==> src/rtl/stbl_trace_recorder.sv <==
// stbl_trace_recorder: detects qualifier-window start / stability kept / stability lost
// on a monitored word, timestamps each event and queues it for a valid/ready log reader.
module stbl_trace_recorder #(
    parameter int DATA_WIDTH = 8,
    parameter int TS_WIDTH   = 16,
    parameter int CNT_WIDTH  = 8,
    parameter int DEPTH      = 8
) (
    input  logic                     clk,
    input  logic                     rst_n,
    input  logic                     en,
    input  logic                     mon_flag,
    input  logic [DATA_WIDTH-1:0]    mon_data,
    output logic                     rec_valid,
    input  logic                     rec_ready,
    output logic [TS_WIDTH-1:0]      rec_ts,
    output logic [1:0]               rec_code,
    output logic [DATA_WIDTH-1:0]    rec_data,
    output logic [CNT_WIDTH-1:0]     rec_count,
    output logic [$clog2(DEPTH):0]   fifo_level
);
    localparam int AW = $clog2(DEPTH);
    localparam int LW = AW + 1;
    localparam int RW = TS_WIDTH + 2 + DATA_WIDTH + CNT_WIDTH;
    localparam logic [CNT_WIDTH-1:0] CNT_MAX = '1;

    logic [TS_WIDTH-1:0]   ts_q;
    logic                  last_flag_q, last_flag_d;
    logic [DATA_WIDTH-1:0] last_data_q, last_data_d;
    logic [CNT_WIDTH-1:0]  cyc_q, cyc_d;
    logic                  stable_q, stable_d;
    logic [CNT_WIDTH-1:0]  drop_q, drop_d;
    logic                  ovf_q, ovf_d;
    logic [RW-1:0]         mem_q [DEPTH];
    logic [AW-1:0]         wr_q, rd_q;
    logic [LW-1:0]         lvl_q, lvl_d;

    logic start, hold, fall, loss, keep, ev, full, wr_ovf, push, pop;
    logic [1:0]            ev_code;
    logic [RW-1:0]         ev_rec, push_rec, head;

    assign start   = en & mon_flag & ~last_flag_q;
    assign hold    = en & mon_flag & last_flag_q;
    assign fall    = en & ~mon_flag & last_flag_q;
    assign loss    = hold & stable_q & (mon_data != last_data_q);
    assign keep    = fall & stable_q;
    assign ev      = start | loss | keep;
    assign ev_code = start ? 2'd0 : loss ? 2'd2 : 2'd1;
    assign ev_rec  = {ts_q, ev_code, keep ? last_data_q : mon_data,
                      start ? CNT_WIDTH'(1) : cyc_q};

    // Full is judged on the pre-edge level, so a same-edge pop never frees a slot.
    assign full     = lvl_q == LW'(DEPTH);
    assign wr_ovf   = ovf_q & ~full;
    assign push     = wr_ovf | (ev & ~full);
    assign push_rec = wr_ovf ? {ts_q, 2'd3, DATA_WIDTH'(0), drop_q} : ev_rec;
    assign pop      = rec_valid & rec_ready;

    always_comb begin
        last_flag_d = en & mon_flag;
        last_data_d = en ? mon_data : last_data_q;
        cyc_d       = start ? CNT_WIDTH'(1) :
                      hold  ? (cyc_q == CNT_MAX ? cyc_q : cyc_q + CNT_WIDTH'(1)) : cyc_q;
        stable_d    = start ? 1'b1 : loss ? 1'b0 : stable_q;
        ovf_d       = wr_ovf ? ev : ovf_q | (ev & full);
        drop_d      = wr_ovf ? CNT_WIDTH'(ev) :
                      (ev & full) ? (drop_q == CNT_MAX ? drop_q : drop_q + CNT_WIDTH'(1)) : drop_q;
        lvl_d       = lvl_q + LW'(push) - LW'(pop);
    end

    always_ff @(posedge clk or negedge rst_n) begin
        if (!rst_n) begin
            ts_q        <= '0;
            last_flag_q <= 1'b0;
            last_data_q <= '0;
            cyc_q       <= '0;
            stable_q    <= 1'b0;
            drop_q      <= '0;
            ovf_q       <= 1'b0;
            wr_q        <= '0;
            rd_q        <= '0;
            lvl_q       <= '0;
        end else begin
            ts_q        <= ts_q + TS_WIDTH'(1);
            last_flag_q <= last_flag_d;
            last_data_q <= last_data_d;
            cyc_q       <= cyc_d;
            stable_q    <= stable_d;
            drop_q      <= drop_d;
            ovf_q       <= ovf_d;
            wr_q        <= push ? wr_q + AW'(1) : wr_q;
            rd_q        <= pop ? rd_q + AW'(1) : rd_q;
            lvl_q       <= lvl_d;
        end
    end

    // Storage needs no reset: the head is masked to zero whenever the FIFO is empty.
    always_ff @(posedge clk) begin
        if (push) mem_q[wr_q] <= push_rec;
    end

    assign head       = mem_q[rd_q];
    assign rec_valid  = lvl_q != '0;
    assign fifo_level = lvl_q;
    assign {rec_ts, rec_code, rec_data, rec_count} = rec_valid ? head : '0;
endmodule

==> config.mk <==
export PLATFORM = sky130hd
export DESIGN_NAME = stbl_trace_recorder
export DESIGN_NICKNAME = d
export VERILOG_FILES = /design/src/rtl/stbl_trace_recorder.sv
export SDC_FILE = /design/constraint.sdc
export NUM_CORES = 1
export LEC_CHECK = 0
export BUFFER_PORTS_ARGS = -buffer_cell sky130_fd_sc_hd__buf_4
export CORE_ASPECT_RATIO = 0.7
export CORE_UTILIZATION = 55
export DETAILED_ROUTE_END_ITERATION = 8
export PLACE_DENSITY = 0.73
export SKIP_CTS_REPAIR_TIMING = 1
export SLEW_MARGIN = 20
export SYNTH_ARGS = -nofsm -noshare
export SYNTH_HDL_FRONTEND = slang
export SYNTH_SLANG_ARGS = --single-unit
==> constraint.sdc <==
create_clock -name clk -period 5.15 [get_ports clk]
set_input_delay 0.2575 -clock clk [delete_from_list [all_inputs] [get_ports clk]]
set_output_delay 0.2575 -clock clk [all_outputs]
set_load 0.03 [all_outputs]
Yosys cells after proc, flatten, opt, wreduce, memory -nomap -nowiden
Memory sizes are Yosys's and may differ from the RTL's.
Cells that the tools add are included.
W data, S select, Z words.
{"block": "totals", "ff_bits": 53, "mem_bits_rw": 272, "inputBits": 13, "word_cells": 66, "n_memories": 1}
{"name": "mem_q", "words": 8, "word_bits": 34, "rd": 1, "rd_clocked_by_memory_dff": 0, "write_ports": 1, "line": "34", "rtl": "logic [RW-1:0] mem_q [DEPTH];"}
{"block": "op_classes", "n_addsub": 7, "eq_ne": 6, "n_mux": 17, "bitwise": 19, "n_reduce_logical": 6}
{"op": "$mux W8", "n": 8}
{"op": "$mux W34", "n": 1}
{"op": "$mux W18", "n": 1}
{"op": "$add A16 B1 Y16 const B", "n": 1}
{"op": "$add A8 B1 Y8 const B", "n": 2}
{"op": "$eq A8 B8 Y1 const B", "n": 2}
{"op": "$and A1 B1 Y1", "n": 12}
{"op": "$ne A8 B8 Y1", "n": 1}
{"op": "$add A3 B1 Y3 const B", "n": 2}
{"op": "$reduce_bool A2 Y1", "n": 3}
{"op": "$mux W1", "n": 5}
{"op": "$add A4 B1 Y4", "n": 1}
{"op": "$eq A4 B4 Y1 const B", "n": 1}
{"op": "$mux W2", "n": 2}
{"op": "$ne A2 B2 Y1 const B", "n": 2}
{"op": "$or A1 B1 Y1", "n": 4}
{"op": "$reduce_and A2 Y1", "n": 2}
{"op": "$reduce_bool A4 Y1", "n": 1}
{"op": "$sub A4 B1 Y4", "n": 1}
{"op": "$not A1 Y1", "n": 3}

Logic depth before layout (Yosys ltp)
Gate-level depths: netlist (run 1).
{"block": "logic_depth", "word_depth": 10, "depth_mapped": 13, "ltp_nobuf": 11}

Worst setup path before layout (run 1)
OpenSTA, ideal clock, no wires.
{"block": "synth_path", "path_type": "flip-flop to flip-flop", "startpoint": "register lvl_q[2], in the netlist fifo_level[2]", "endpoint": "memory mem_q[2][0] in the netlist's numbering (enable)", "setup_time_ns": 0.523, "arrival_ns": 4.879, "required_ns": 4.627, "setup_slack_ns": -0.252, "stages_incl_launch_ff": 7, "path_buffers": 0, "period_less_slack_ns": 5.402, "cell_sequence": "dfrtp_1 > inv_1 > ha_1 > or3b_4 > o31a_4 > inv_4 > nor4b_1"}
{"block": "synth_between", "elab_chain_cells": 6, "elab_cells_between_ends": 7, "cone_classes": "eq/ne: 1; mux: 2; bitwise: 4"}
{"item": "from (decl)", "line": "36", "rtl": "logic [LW-1:0] lvl_q, lvl_d;"}
{"item": "from (signal assigned)", "line": "93", "rtl": "lvl_q <= lvl_d;"}
{"item": "$eq A4 B4 Y1 *", "line": "53", "rtl": "assign full = lvl_q == LW'(DEPTH);"}
{"item": "$not A1 Y1 *", "line": "54, 55"}
{"item": "$and A1 B1 Y1, on equally long branches", "line": "54, 55"}
{"item": "$or A1 B1 Y1 *", "line": "55", "rtl": "assign push = wr_ovf | (ev & ~full);"}
{"item": "$mux W1 *", "line": "99", "rtl": "if (push) mem_q[wr_q] <= push_rec;"}
{"item": "$mux W1 (not written as such) *", "line": "99"}
{"item": "to (decl)", "line": "34"}
Mark *: on every way between the ends. The rest lies on a longest branch, timed or not.

Worst setup path after layout (run 1)
{"block": "layout_path", "startpoint": "register rd_q[0]", "endpoint": "output port rec_count[7]"}
{"block": "layout_between", "elab_chain_cells": 2}
{"item": "from (decl)", "line": "35", "rtl": "logic [AW-1:0] wr_q, rd_q;"}
{"item": "from (signal assigned)", "line": "92", "rtl": "rd_q <= pop ? rd_q + AW'(1) : rd_q;"}
{"item": "$mem_v2 Z8 W34"}
{"item": "$mux W34", "line": "105", "rtl": "assign {rec_ts, rec_code, rec_data, rec_count} = rec_valid ? head : '0;"}
{"item": "to (decl)", "line": "19", "rtl": "output logic [CNT_WIDTH-1:0] rec_count,"}
No other way between the ends.

==> reports/metrics.csv, run 1 <==
metric,value,unit
clock slew at reported path FFs,60,ps
area of the core,23800,µm²
clock tree sinks,325,
DR DRC count,0,
area growth from synthesis to layout,13.8,%
drt total wl,25600,µm
DRT antenna net count,0,
mean number of vias per cell,5.90,
max incr delay on CP,900,ps
most frequent cell after synthesis,edfxtp_1,
post-synthesis cell count,748,
largest net degree at the start of global routing,56,
die area,25000,µm²
effective utilization at floorplan,56.3,%
final setup vio count,0,
Synth top cells by count,"edfxtp_1, mux4_2, nand2_1",
number of max-cap violations,0,
dpl hpwl,14200,µm
Pleak,5.33,nW
measured slew at the worst slew-check pin,1020,ps
Main synth FF type,edfxtp_1,
min Tclk post-route,3290,ps
number of global-route vias before repair,6918,
synthesized area per cell,17.9,µm²
PortBufs,51,
CTS Root Cell,clkbuf_16,
Final Hold Slack,96.6,ps
crit path kind,reg2out,
GRT Residual Overflow,0,
DIE HEIGHT,133,µm
sequence of cells on the critical path,buf_4 -> mux4_2 -> mux2i_1 -> nor2_1 -> buf_4,
Relative slew margins,31.6,%
First DRT Iteration DRCs,545,
"EDFF count, synth",272,
Final GP Congestion,0.775,
register area share after synthesis,70.9,%
critical path's most frequent cell,buf_4,
outcome,finished clean,
synth top area cells,"edfxtp_1, mux4_2, dfrtp_1",
CP Max Fanout,37,
"Slowest-stage cell, CP",dfrtp_4,
# rows,47,
count of final hold-check violations,0,
Power Density,554,nW/µm²
CTS max path bufs,3,
WL/cell,22.2,µm
crit start category,flop,
Final Skew,15.7,ps
die width,188,µm
Final nets,840,
VDD IR-drop max,0.000366,V
setup ws final,1860,ps
RSZ-0062 raised after global routing,false,
Total GRT Usage,21.1,%
warning count from the yosys run,0,
Placed Cells,1092,
pre-CTS setup slack,2360,ps
CTS tree,yes,
syn_nets,773,
CP Data Required Time,4890,ps
initial antenna violation count,0,
wire length of the first global-routing pass,39900,µm
Yosys top cell by area,edfxtp_1,
Layout Cells excl Fill,1157,
ratio of cells with drive above 1 in the final layout,25.9,%
f_max,0.304,GHz
top-level port count,52,
Tightest Hold Check Type,in2reg,
post-synthesis instance area,13400,µm²
via count,6830,
DR pass1 iterations,5,
Clock H-tree levels,1,
Synth top area share,61.0,%
synthesis-stage register bit count,325,
total CTS buffers,30,
post-route setup TNS,0,ps
arrival time worst endpoint,3030,ps
fin crit share,63.8,%
later-pin clock latency in the skew report,560,ps
Netlist cell types,61,
ys async rst share,16.3,%
Critical Path Sink Type,output port,
Max Slew Vio Count,0,
ant diodes,0,
==> sequential cells by signal, summed over array words and instances (netlist names) <==
| signal | count |
|---|---|
| mem_q | 272 |
| ts_q | 16 |
| cyc_q | 8 |
| drop_q | 8 |
| last_data_q | 8 |
| fifo_level | 4 |
| rd_q | 3 |
| wr_q | 3 |
| last_flag_q | 1 |
| ovf_q | 1 |
| stable_q | 1 |
==> layout make-up <==
class                           count  area (µm²)
Sequential cell                   325        9500
Fill cell                        1680        8520
Multi-Input combinational cell    372        3690
Clock buffer                       41         863
Timing Repair Buffer               73         571
Tap cell                          318         398
Clock inverter                     15         155
Inverter                           13        51.3
==> power by group <==
part           switching, mW  internal [mW]
registers              0.279           3.21
logic                   1.54           1.16
clock network          0.924           1.32
==> logic make-up after synthesis <==
family	synth area share, %
muxes	15.2
DFF	70.9
AOI/OAI and AO/OA	2.37
and+or+nand+nor	6.44
adders and majority gates	1.18
buffers and inverters	1.81
xor gates and xnor gates	2.09
==> layer usage <==
metal | GRT usage, % | up-vias | routed length, µm
met2 | 33.8 | 205 | 12100
li1 | - | 3065 | -
met1 | 31.1 | 3519 | 11400
met4 | 5.42 | 0 | 544
met3 | 2.79 | 41 | 1560
met5 | 0 | - | 0
==> final timing paths <==
| kind | from | endpoint | slack (ps) | cells past startpoint |
|---|---|---|---|---|
| min reg2reg | cyc_q[1]$_DFFE_PN0P_ | cyc_q[1]$_DFFE_PN0P_ | 560 | 2 |
| max in group asynchronous | rst_n | rd_q[0]$_DFFE_PN0P_ | 4280 | 2 |
| max reg2reg | fifo_level[2]$_DFF_PN0_ | mem_q[2][2]$_DFFE_PP_ | 2310 | 5 |
| min | mon_flag | last_flag_q$_DFF_PN0_ | 100 | 2 |
| max | rd_q[0]$_DFFE_PN0P_ | rec_count[7] | 1860 | 5 |
| min in group asynchronous | rst_n | fifo_level[2]$_DFF_PN0_ | 300 | 2 |
==> metrics by stage <==
step           util, %  cell area, µm²  power, mW
3_5_place_dp      59.5           14100       6.28
5_1_grt           64.1           15200       8.84
4_1_cts           63.7           15100       8.52
6_report          64.1           15200       8.44
2_1_floorplan        -           13400       5.42
3_3_place_gp      59.5           14100       6.21
==> worst max-delay path, delay by kind of cell (launching register included) <==
family        cells  cell delay, ps
buf+inv           2             720
mux               2             710
flops             1             900
simple gates      1             100
==> layout by cell type, fill, tap and decap left out, types with 4 or more instances in the layout <==
cell type,Yosys,layout
o21ai_0,13,13
dlygate4sd3_1,0,9
clkbuf_8,0,5
and2_1,6,6
a21oi_1,11,11
mux2i_1,36,36
mux2_2,11,11
clkbuf_16,0,31
nand4_1,8,8
xor2_1,7,7
dfrtp_1,53,50
clkinv_2,0,5
nor2_1,49,49
edfxtp_1,272,272
buf_4,2,64
mux4_2,68,68
nand2_1,56,56
clkinv_1,0,4
clkbuf_1,15,5
xnor2_1,25,25
nand3_1,8,8
ha_1,11,11
inv_1,12,12
Note: power is estimated with default switching activity, not from simulation.
==> inputs of run 2 (changes only) <==
ABC_AREA = 1   (was default)
PLACE_DENSITY = 0.7   (was 0.73)
clock period = 3.3 ns   (was 5.15 ns; I/O delays follow)
==> run 2 against run 1 <==
- the flow now finishes with violations (negative hold slack)
- global-route usage up 2.0 points
- register-to-register slack got worse by 1600 ps
- sequential power increased by 45%
- power increased by 61%
- setup slack worse by 1500 ps
- worst hold slack worse by 120 ps
- area after synthesis rose by 0.92%
- die area increased by 0.91%
- critical endpoint is now rec_count[0]
- highest routed layer unchanged
==> reports/metrics.csv, run 2 <==
metric,value,unit,change
Reg area,9500,µm²,about the same
Final nets,1230,,+46%
Crit. Startpoint,rd_q[0]$_DFFE_PN0P_,,
CTS Root Cell,clkbuf_16,,
area of the multi-input gates,3560,µm²,-3.7%
pre-CTS setup slack,703,ps,-1660 ps
PortBufs,51,,unchanged
max reg flops,272,,unchanged
critical path's most frequent cell,o21ai_0,,
warning count from the yosys run,0,,unchanged
post-route setup TNS,0,ps,unchanged
met1 Use GR,35.2,%,+4.1 points
number of global-route vias before repair,8265,,+19%
Critical Path Sink Type,output port,,
DR DRC count,0,,unchanged
failing checks,negative hold slack,,
Relative slew margins,44.9,%,+13 points
"Slowest-stage cell, CP",dfrtp_4,,
M2 GR Usage,35.2,%,+1.5 points
Final Hold Slack,-20.4,ps,-117 ps
area of the core,23900,µm²,+0.49%
clock slew at reported path FFs,60,ps,about the same
die area,25200,µm²,+0.91%
VDD IR-drop max,0.000804,V,+120%
Yosys top cell by area,edfxtp_1,,
# rows,47,,unchanged
DRT antenna net count,0,,unchanged
Main synth FF type,edfxtp_1,,
sequence of cells on the critical path,clkinv_2 -> buf_12 -> o21ai_0 -> o22ai_1 -> o21ai_0 -> a31oi_1 -> buf_4,,
die width,189,µm,+0.45%
DIE HEIGHT,133,µm,+0.45%
Synth top area share,60.5,%,-0.55 points
measured slew at the worst slew-check pin,826,ps,-190 ps
final setup vio count,0,,unchanged
Netlist cell types,40,,-34%
f_max,0.342,GHz,
setup ws final,374,ps,-1490 ps
synthesis-stage register bit count,325,,unchanged
mean number of vias per cell,5.69,,-3.7%
fillers,1809,,+7.7%
met3 Use GR,3.61,%,+0.82 points
area growth from synthesis to layout,14.8,%,
post-synthesis instance area,13500,µm²,+0.92%
wire length of the first global-routing pass,45400,µm,+14%
initial antenna violation count,0,,unchanged
clock tree sinks,325,,unchanged
total CTS buffers,30,,unchanged
syn_nets,1162,,+50%
Tightest Hold Check Type,in2reg,,
CTS tree,yes,,
GRT Max-Usage Layer,met2,,
"setup slack, reg-to-reg",710,ps,-1600 ps
CP Max Fanout,65,,+76%
outcome,"finished, violations left",,
via count,8786,,+29%
count of final hold-check violations,4,,+4
Final GP Congestion,0.780,,+0.57%
synth top area cells,"edfxtp_1, dfrtp_1, o21ai_0",,
number of max-cap violations,0,,unchanged
top-level port count,52,,unchanged
top flop regs,"mem_q: 272 flops, ts_q: 16 flops",,
DR pass1 iterations,5,,unchanged
crit path kind,reg2out,,
Final Skew,12.7,ps,-3.01 ps
"commonest non-fill, non-tap cell in the layout",edfxtp_1,,
GRT Residual Overflow,0,,unchanged
ys async rst share,16.3,%,unchanged
"EDFF count, synth",272,,unchanged
max incr delay on CP,440,ps,-460 ps
Buf/Inv on CP,3,,+1
later-pin clock latency in the skew report,550,ps,about the same
Max Slew Vio Count,0,,unchanged
First DRT Iteration DRCs,834,,+53%
reg2reg start,fifo_level[2]$_DFF_PN0_,,
dpl hpwl,16400,µm,+16%
Power Density,877,nW/µm²,+58%
ratio of cells with drive above 1 in the final layout,13.9,%,-12 points
Top delay family on crit path,buffers and inverters,,
min Tclk post-route,2930,ps,
crit start category,flop,,
synthesized area per cell,11.9,µm²,-34%
Total GRT Usage,23.1,%,+2.0 points
CP Data Required Time,3130,ps,-1760 ps
Pleak,5.58,nW,+4.7%
Synth top cells by count,"edfxtp_1, nor2_1, o21ai_0",,
fin crit share,88.7,%,
effective utilization at floorplan,56.6,%,+0.24 points
largest net degree at the start of global routing,138,,+150%
largest register by flop count,mem_q,,
drt total wl,28600,µm,+12%
ant diodes,0,,unchanged
RSZ-0062 raised after global routing,false,,
most frequent cell after synthesis,edfxtp_1,,
Clock H-tree levels,1,,unchanged
worst hold start,en,,
most frequent cells in the layout,"edfxtp_1, nor2_1, o21ai_0",,
register area share after synthesis,70.3,%,-0.64 points
arrival time worst endpoint,2760,ps,-270 ps
WL/cell,18.5,µm,-16%
post-synthesis cell count,1137,,+52%
CTS max path bufs,3,,unchanged
## run 2: cell types whose count changed after synthesis, moves of 18 or more
cell      before  now
nand2_1       56   87
nor2_1        49  228
o22ai_1        0   34
inv_1         12   45
mux2i_1       36    0
a31oi_1        1   34
o21ai_0       13  189
mux4_2        68    0
clkbuf_1      15   33
## run 2: logic make-up (layout without fill, tap and decap cells)
kind of cell	Yosys count	after routing	share of synthesized area, %
xor+xnor	27	27	1.75
compound gates	289	289	11.6
simple gates	365	365	11.4
flops	325	325	70.3
buf+inv	119	209	3.81
fa+ha+maj	12	12	1.17
## run 2: where the power goes
group / switching (mW) / total [mW] / internal, mW
sequential: 0.154 / 5.05 / 4.90
combinational: 3.48 / 5.09 / 1.60
clock: 1.45 / 3.47 / 2.02
total: 5.09 / 13.6 / 8.52
## run 2: final cells by class
class                      count  area share (%)
multi-input combinational    693            22.9
inverter                      58            1.44
clock inverter                19            1.26
clock buffer                  35            5.10
sequential                   325            61.2
tap                          318            2.57
timing repair buffer          97            5.45
## run 2: worst paths after layout
kind	endpoint	cells past startpoint
setup / recovery	rec_count[0]	7
hold / removal	last_data_q[2]$_DFFE_PN0P_	3
setup reg to reg	mem_q[0][16]$_DFFE_PP_	10
hold reg to reg	stable_q$_DFFE_PN0P_	2
max in group asynchronous	rd_q[0]$_DFFE_PN0P_	2
min in group asynchronous	ovf_q$_DFF_PN0_	2
## run 2: per-layer routing
metal	up-vias	wire, µm
met1	4293	13700
li1	4168	-
met2	288	12700
met5	-	0
met3	37	1710
met4	0	523
## run 2: worst reg2reg max path, stage by stage, from the launching register on
cell	delay, ps
dfrtp_1	360
inv_1	80
ha_1	190
nand3_1	140
inv_2	90
nor2_4	180
inv_2	170
nand2_4	150
nand2_2	160
nor2_4	350
buf_4	370
## run 2: through the flow
step                      hold WS, ps  utilization (%)  power (mW)  instance area (µm²)  cells
after floorplan                  -131                -        8.49                13500   1137
after global placement            288             60.1        10.1                14400   1474
after detailed placement          290             60.1        10.2                14400   1474
after CTS                        -300             64.3        13.7                15300   1528
after global routing             3.56             65.0        14.3                15500   1545
final                           -20.4             65.0        13.6                15500   1545
